**src/rtl/usb2_pkg.sv**
```systemverilog
// usb2_pkg: shared FSM encoding, endpoint index type and limits for the endpoint router
package usb2_pkg;
  localparam int USB2_MAX_EP = 15;
  typedef logic [3:0] usb2_sel_t;
  typedef enum logic [1:0] {ST_IDLE, ST_XFER_IN, ST_XFER_OUT, ST_DONE} usb2_state_t;
endpackage

```
**src/rtl/usb2_ep_ready_track.sv**
```systemverilog
// usb2_ep_ready_track: per-endpoint ready edge register, ready latch and sticky missed-ready flag
module usb2_ep_ready_track (
  input  logic phy_clk,
  input  logic reset_n,
  input  logic ready,
  input  logic clr,
  input  logic soft_rst,
  input  logic err_clr,
  output logic latch,
  output logic err
);
  logic r_rdy, r_edge, r_latch, r_err;
  logic w_clr;
  assign w_clr = clr | soft_rst;
  // the edge is registered so a ready rise reaches the latch one cycle later
  always_ff @(posedge phy_clk or negedge reset_n)
    if (!reset_n) begin
      r_rdy   <= 1'b0;
      r_edge  <= 1'b0;
      r_latch <= 1'b0;
      r_err   <= 1'b0;
    end else begin
      r_rdy   <= ready;
      r_edge  <= ready & ~r_rdy;
      r_latch <= ~soft_rst & (r_edge | (r_latch & ~clr));
      r_err   <= (r_edge & r_latch & ~w_clr) | (r_err & ~err_clr);
    end
  assign latch = r_latch;
  assign err   = r_err;
endmodule

```
**src/rtl/usb2_ep_router.sv**
```systemverilog
// usb2_ep_router: latches the target endpoint per transaction and steers strobes, PID and buffer ports
module usb2_ep_router
  import usb2_pkg::*;
#(
  parameter int NUM_EP = 4,
  parameter int ADDR_W = 9,
  parameter int LEN_W  = 10
) (
  input  logic                    phy_clk,
  input  logic                    reset_n,
  input  logic                    se0_reset,
  input  logic                    xfer_in,
  input  logic                    xfer_out,
  input  logic [3:0]              xfer_endp,
  input  logic [3:0]              xfer_pid,
  output logic                    xfer_ready,
  output logic                    xfer_nak,
  input  logic [ADDR_W-1:0]       buf_in_addr,
  input  logic [7:0]              buf_in_data,
  input  logic                    buf_in_wren,
  input  logic [ADDR_W-1:0]       buf_out_addr,
  output logic [7:0]              buf_out_q,
  output logic [LEN_W-1:0]        buf_out_len,
  input  logic [NUM_EP-1:0]       ep_enable,
  output logic [NUM_EP-1:0]       ep_xfer_in,
  output logic [NUM_EP-1:0]       ep_xfer_out,
  output logic [4*NUM_EP-1:0]     ep_xfer_pid,
  input  logic [NUM_EP-1:0]       ep_xfer_ready,
  output logic [ADDR_W-1:0]       ep_buf_in_addr,
  output logic [7:0]              ep_buf_in_data,
  output logic [NUM_EP-1:0]       ep_buf_in_wren,
  output logic [ADDR_W-1:0]       ep_buf_out_addr,
  input  logic [8*NUM_EP-1:0]     ep_buf_out_q,
  input  logic [LEN_W*NUM_EP-1:0] ep_buf_out_len,
  input  logic                    err_clr,
  output logic [NUM_EP-1:0]       err_missed_ep_ready
);
  usb2_state_t          r_state;
  usb2_sel_t            r_sel;
  logic                 r_sel_valid, r_xin, r_xout;
  logic [1:0]           r_rst_sync;
  logic                 w_in_rise, w_out_rise;
  logic [USB2_MAX_EP:0] w_en_ext;
  logic [NUM_EP-1:0]    w_hit, w_latch, w_clr;
  assign w_in_rise  = xfer_in & ~r_xin;
  assign w_out_rise = xfer_out & ~r_xout;
  // zero-extended mask makes out-of-range endpoint numbers read as disabled
  assign w_en_ext   = {{(USB2_MAX_EP+1-NUM_EP){1'b0}}, ep_enable};
  always_ff @(posedge phy_clk or negedge reset_n)
    if (!reset_n) begin
      r_rst_sync  <= 2'b00;
      r_xin       <= 1'b0;
      r_xout      <= 1'b0;
      r_state     <= ST_IDLE;
      r_sel       <= '0;
      r_sel_valid <= 1'b0;
    end else begin
      r_rst_sync <= {r_rst_sync[0], 1'b1};
      r_xin      <= xfer_in;
      r_xout     <= xfer_out;
      if (se0_reset) begin
        r_state     <= ST_IDLE;
        r_sel_valid <= 1'b0;
      end else begin
        case (r_state)
          ST_IDLE: if (r_rst_sync[1] && (w_in_rise || w_out_rise)) begin
            r_state     <= w_in_rise ? ST_XFER_IN : ST_XFER_OUT;
            r_sel       <= xfer_endp;
            r_sel_valid <= w_en_ext[xfer_endp];
          end
          ST_XFER_IN:  if (!xfer_in) r_state <= ST_DONE;
          ST_XFER_OUT: if (!xfer_out) r_state <= ST_DONE;
          default: begin
            r_state     <= ST_IDLE;
            r_sel_valid <= 1'b0;
          end
        endcase
      end
    end
  for (genvar i = 0; i < NUM_EP; i++) begin : g_ep
    assign w_hit[i]                = r_sel_valid && r_sel == usb2_sel_t'(i);
    assign w_clr[i]                = w_hit[i] && r_state == ST_DONE;
    assign ep_xfer_in[i]           = w_hit[i] & xfer_in;
    assign ep_xfer_out[i]          = w_hit[i] & xfer_out;
    assign ep_xfer_pid[4*i +: 4]   = w_hit[i] ? xfer_pid : 4'd0;
    assign ep_buf_in_wren[i]       = w_hit[i] & buf_in_wren;
    usb2_ep_ready_track u_track (
      .phy_clk  (phy_clk),
      .reset_n  (reset_n),
      .ready    (ep_xfer_ready[i]),
      .clr      (w_clr[i]),
      .soft_rst (se0_reset),
      .err_clr  (err_clr),
      .latch    (w_latch[i]),
      .err      (err_missed_ep_ready[i])
    );
  end
  always_comb begin
    buf_out_q   = '0;
    buf_out_len = '0;
    xfer_ready  = 1'b0;
    for (int k = 0; k < NUM_EP; k++)
      if (w_hit[k]) begin
        buf_out_q   = ep_buf_out_q[8*k +: 8];
        buf_out_len = ep_buf_out_len[LEN_W*k +: LEN_W];
        xfer_ready  = w_latch[k];
      end
  end
  assign xfer_nak        = (r_state == ST_XFER_IN || r_state == ST_XFER_OUT) && !xfer_ready;
  // broadcasts held at zero until the reset release has been synchronised
  assign ep_buf_in_addr  = r_rst_sync[1] ? buf_in_addr : '0;
  assign ep_buf_in_data  = r_rst_sync[1] ? buf_in_data : '0;
  assign ep_buf_out_addr = r_rst_sync[1] ? buf_out_addr : '0;
endmodule

```
**config.mk**
```make
export PLATFORM = sky130hd
export DESIGN_NAME = usb2_ep_router
export DESIGN_NICKNAME = d
export VERILOG_FILES = /design/src/rtl/usb2_pkg.sv /design/src/rtl/usb2_ep_ready_track.sv /design/src/rtl/usb2_ep_router.sv
export SDC_FILE = /design/constraint.sdc
export NUM_CORES = 1
export LEC_CHECK = 0
export ABC_AREA = 1
export BUFFER_PORTS_ARGS = -buffer_cell sky130_fd_sc_hd__buf_2
export CORE_UTILIZATION = 38
export CTS_CLUSTER_DIAMETER = 80
export DETAILED_ROUTE_END_ITERATION = 6
export PLACE_DENSITY = 0.9
export SLEW_MARGIN = 20
export SYNTH_ARGS = -nofsm -noshare
export SYNTH_HDL_FRONTEND = slang
export SYNTH_HIERARCHICAL = 1
export SYNTH_SLANG_ARGS = --single-unit
```
**constraint.sdc**
```tcl
create_clock -name phy_clk -period 2.15 [get_ports phy_clk]
set_input_delay 0.43 -clock phy_clk [delete_from_list [all_inputs] [get_ports phy_clk]]
set_output_delay 0.43 -clock phy_clk [all_outputs]
set_load 0.02 [all_outputs]
```
==> results of run 1 <==
-- cell families after synthesis --
logic type | count (synthesis) | synth area share [%]
AND/OR/NAND/NOR | 195 | 37.3
flip-flops | 27 | 31.2
other | 1 | 0.173
adder cells (fa/ha/maj) | 5 | 2.89
AO/OA/AOI/OAI | 44 | 14.3
buffers and inverters | 80 | 14.1
-- cell type report --
cell class | count | area share (%)
Clock buffer | 3 | 1.17
Clock inverter | 1 | 0.249
Inverter | 67 | 7.14
Multi-Input combinational cell | 245 | 34.6
Sequential cell | 27 | 19.2
Tap cell | 72 | 2.56
Timing Repair Buffer | 223 | 35.1
-- where the power goes --
part | internal, mW | total (mW) | switching (mW)
sequential | 0.583 | 0.665 | 0.0819
combinational | 0.421 | 1.02 | 0.598
clock | 0.136 | 0.295 | 0.160
-- registers in the layout (all words and copies together) (netlist names) --
name                 flops
g_ep.u_track/latch       4
r_sel                    4
r_sel_valid              1
g_ep.u_track/r_rdy       4
r_state                  2
r_rst_sync               2
r_xout                   1
r_xin                    1
g_ep.u_track/err         4
g_ep.u_track/r_edge      4
-- through the flow --
stage	utilization, %	power [mW]	worst slack, ps	hold slack [ps]	instances
floorplan	-	1.18	304	134	352
global placement	59.5	1.51	330	331	618
detailed placement	59.5	1.54	290	336	618
CTS	60.5	1.85	8.88	155	622
global route	64.0	2.13	-123	180	638
finish	64.0	1.98	-58.2	140	638
-- cell usage in the layout, fill, tap and decap left out --
master,instances
a21o_1,1
a21oi_1,3
buf_12,1
buf_2,189
buf_4,27
buf_6,6
clkbuf_8,3
conb_1,1
dfrtp_1,26
dfrtp_2,1
ha_1,5
inv_1,65
inv_2,2
inv_6,1
nand2_1,102
nand2_2,7
nand3_1,2
nand3_2,2
nand3b_1,4
nand4_1,10
nor2_1,63
nor2_2,2
nor2_4,1
nor3_4,2
o211ai_1,35
o21ai_0,5
-- timing repair --
| item | 4_1_cts | 5_1_grt |
|---|---|---|
| gates cloned | 0 | 4 |
| gates resized for setup | 1 | 31 |
| setup endpoints to repair | 2 | 27 |
| buffers inserted | 0 | 12 |
| hold buffers | 0 | 0 |
| pin swaps | 0 | 5 |
-- routing by layer --
| layer | up-vias | track usage, % | part of all wire [%] |
|---|---|---|---|
| met2 | 114 | 43.3 | 55 |
| met5 | - | 0 | 0 |
| met1 | 1356 | 23.8 | 38 |
| met4 | 0 | 3.21 | 0.88 |
| li1 | 1516 | - | - |
| met3 | 6 | 4.12 | 6.0 |
-- critical path: stages, from the launching register on --
cell      delay (ps)
dfrtp_1          410
nor2_4           160
inv_2             80
nor3_4           220
buf_2            250
nand2_1           70
o211ai_1         110
buf_2            210
-- final timing paths --
check | from | end | slack (ps) | cells after the start
worst max-delay path | r_sel[3]$_DFFE_PN0P_ | buf_out_len[3] | -60 | 7
worst min-delay path | reset_n | g_ep[3].u_track/err$_DFF_PN0_ | 140 | 1
worst max register to register | r_sel[3]$_DFFE_PN0P_ | g_ep[3].u_track/err$_DFF_PN0_ | 570 | 9
worst min register to register | r_rst_sync[0]$_DFF_PN0_ | r_rst_sync[1]$_DFF_PN0_ | 350 | 0
max in group asynchronous | reset_n | r_sel[0]$_DFFE_PN0P_ | 1580 | 1
min in group phy_clk | ep_xfer_ready[3] | g_ep[3].u_track/r_rdy$_DFF_PN0_ | 270 | 1
==> results.ini, run 1 <==
[timing]
clock_skew_ps=11.2
max-slew-margin-rel_pct=51.3
fmax_mhz=453
fin_ws_ps=-58.2
min_period_ps=2210
hold_viol_final=0
worstMarginPinSlew_ps=730
rsz0062_at_grt=true
setup_viol=10
setup_tns_ps=-184
final.period_utilization_pct=103
drv_slew=0

[clock_network]
htreeDepth=1
clock_sinks=27
clk-insertion-delay-late_ps=270
cts_tree=built
cts_max_path_buffers=2
clkTransAtPathRegs_ps=100
cts_root_buf=clkbuf_8
numCtsBuffers=3

[power]
cellPowerDensity_mw_per_mm2=562
leakage_nw=2.29
ir_drop_mv=0.382

[global_route]
grt-ovfl-total=0
grtUsageTotal_pct=21.7
grt_pass1_vias=2637
grt_pass1_wl_um=11000
grt_max_degree=28
antenna_found_initial=0

[synthesis]
synth_seq_area_share_pct=31.2
ys.flop_type=dfrtp_1
yosys_warnings=6
syn_area_sq_mm=0.00217
yosysMostFrequentCell=nand2_1
synth_fp_nets=478
synth-seq-cells=27
ys_async_sr_fraction_pct=100
synth_top_area_cell=dfrtp_1
synth_edf_count=0
avgSynthCellArea_sq_um=6.16
synth_cell_type_count=20
synthCells=352
yosys-top-cells-count=nand2_1, inv_1, nor2_1
synth_top_area_share_pct=31.2
synthTopCellsByArea=dfrtp_1, nand2_1, o211ai_1

[finish]
nNetsFinal=693
finalInstanceArea_sq_mm=0.00352
multi_input_area_sq_mm=0.00122
area_delta_synth_final_pct=62.5
regArea_sq_um=677
final_layout_size_suffix_gt1_share_pct=43.1
n_antenna_cell=0
fill_cells=510

[place]
port_buffers=198
gp_congestion=0.842
dp.final_hpwl_um=5640
placed_area_sq_mm=0.00328

[floorplan]
dieArea_sq_mm=0.00601
start_util_pct=39.4
die_h_um=77.5
die_width_um=77.5
core-area_sq_mm=0.00551
io_pins=199
rows=27

[setup_path]
crit_fanout=8
end_kind=primary output
cp.arrival_ps=1780
critPathRequiredTime_ps=1720
path_class=register to primary output
worstSetupStartpointType=register

[min_path]
hold_class=primary input to async pin

[route]
wl_per_cell_um=11.4
vias=2992
drt_iter0_drc=83
drc=0
via_per_inst=4.69
detail-route-antenna-nets=0
firstDrtPassIters=4
wirelength_um=7270

[run_status]
outcome=finished, violations left
violations=negative setup slack

[run]
maxCapViolCount=0

Note: power is estimated with default switching activity, not from simulation.
==> run 2, diff against run 1 <==
- CORE_UTILIZATION: 38 -> 35
- CTS_CLUSTER_SIZE: not set -> 14
- PLACE_DENSITY: 0.9 -> 0.84
==> run 2 against run 1 <==
  * The run now ends clean
  * Global-route usage is 1.2 points lower
  * Hold slack worse by 3.5 ps
  * Sequential cell count stayed put
  * Maximum frequency is 4.1% higher
==> results.ini, run 2 (synthesis results as in run 1) <==
[run_status]
outcome=completed

[finish]
multi_input_area_sq_mm=0.00121
regArea_sq_um=676
area_delta_synth_final_pct=58.7
n_antenna_cell=0
fill_cells=580
final_cell_mix=buf_2, nand2_1, nor2_1, inv_1, o211ai_1
nNetsFinal=682
final_common_cell=buf_2
final_layout_size_suffix_gt1_share_pct=41.3
instances_no_fill=630

[timing]
clock_skew_ps=7.84
fmax_mhz=471
drv_slew=0
final.period_utilization_pct=98.7
min_period_ps=2120
setup_viol=0
worstMarginPinSlew_ps=580
rsz0062_at_grt=true
max-slew-margin-rel_pct=61.4
hold_viol_final=0

[floorplan]
die_h_um=80.7
die_width_um=80.7
dieArea_sq_mm=0.00651
io_pins=199
rows=28
core-area_sq_mm=0.00596
start_util_pct=36.4

[clock_network]
cts_max_path_buffers=2
cts_tree=built
cts_root_buf=clkbuf_8
numCtsBuffers=3
htreeDepth=1
clk-insertion-delay-late_ps=280
clock_sinks=27
clkTransAtPathRegs_ps=90

[route]
via_per_inst=4.69
wl_per_cell_um=11.5
detail-route-antenna-nets=0
drc=0
firstDrtPassIters=4
drt_iter0_drc=89
wirelength_um=7230
vias=2957

[global_route]
grt-ovfl-total=0
grt_pass1_wl_um=10600
grt_max_degree=28
antenna_found_initial=0
grt_pass1_vias=2511
grtUsageTotal_pct=20.5

[power]
pwr-share-comb_pct=49.3
pwr-share-seq_pct=35.1
power_frac_clock_pct=15.6
cellPowerDensity_mw_per_mm2=542
power.total_mw=1.87
internal-power_mw=1.05
ir_drop_mv=0.272
p_switching_mw=0.817
switching_share_pct=43.8
leakage_nw=2.23

[place]
port_buffers=198
place_inst=623
dp.final_hpwl_um=5860
gp_congestion=0.818

[setup_path]
crit_fanout=6
path_class=register to primary output
slowest_delay_ps=420
end_kind=primary output
critPathSlowestCell=dfrtp_1
path_cells=nor2_4 > inv_2 > nor3_4 > buf_6 > nand2_1 > o211ai_1 > buf_4
worstSetupStartpointType=register
critPathTopFamily=simple AND/OR/NAND/NOR gates
critPathRequiredTime_ps=1720
worst-path-buf-inv=3
cp.arrival_ps=1690

[run]
maxCapViolCount=0

[min_path]
hold_class=primary input to async pin

-- run 2: cell count changes in the layout (fill, tap and decap cells not counted), sizes merged --
cell / previous run / this run
clkinvlp: 0 / 1
inv: 68 / 67
buf: 223 / 212
-- run 2: power by group through the flow --
stage / combinational (mW) / clock [mW] / sequential (mW)
global route: 1.03 / 0.321 / 0.669
floorplan: 0.527 / 0 / 0.656
CTS: 0.895 / 0.299 / 0.653
global placement: 0.858 / 0 / 0.656
finish: 0.920 / 0.291 / 0.655
detailed placement: 0.885 / 0 / 0.664
-- run 2: final cells by class --
type	count	share of cell area [%]
clock inverter	1	0.218
clock buffer	3	1.20
tap	75	2.73
inverter	67	7.31
sequential	27	19.6
multi-input combinational	245	35.2
timing repair buffer	212	33.7
-- run 2: worst paths after layout --
kind,startpoint,to,slack (ps),cells past startpoint
max,r_sel[3]$_DFFE_PN0P_,buf_out_len[5],30,7
min,reset_n,g_ep[1].u_track/r_rdy$_DFF_PN0_,140,1
max reg2reg,r_state[1]$_DFFE_PN0P_,r_sel[3]$_DFFE_PN0P_,590,7
min reg2reg,r_rst_sync[0]$_DFF_PN0_,r_rst_sync[1]$_DFF_PN0_,360,0
max in group asynchronous,reset_n,r_rst_sync[1]$_DFF_PN0_,1620,1
min in group phy_clk,ep_xfer_ready[0],g_ep[0].u_track/r_rdy$_DFF_PN0_,270,1
-- run 2: per-layer routing --
metal	share of wire (%)	global-route usage, %	vias up
met5	0	0	-
met4	1.8	5.18	0
met3	7.3	2.95	12
met2	54	42.5	127
met1	37	20.9	1324
li1	-	-	1494
-- run 2: metrics by stage --
| step | area (sq um) | util (%) | TNS [ps] | hold slack [ps] | setup WS (ps) |
|---|---|---|---|---|---|
| floorplan | 2170 | - | 0 | 134 | 304 |
| global placement | 3290 | 55.3 | 0 | 333 | 338 |
| detailed placement | 3290 | 55.3 | 0 | 338 | 288 |
| CTS | 3350 | 56.3 | 0 | 163 | 0.138 |
| global route | 3440 | 57.8 | -1010 | 180 | -85.0 |
| finish | 3440 | 57.8 | 0 | 137 | 28.7 |
-- run 2: repair_timing --
action	CTS	global route
gates cloned	0	2
endpoints found under the setup margin	9	31
resized for setup	3	27
buffers inserted	0	1
pin swaps	0	4
hold buffers	0	0
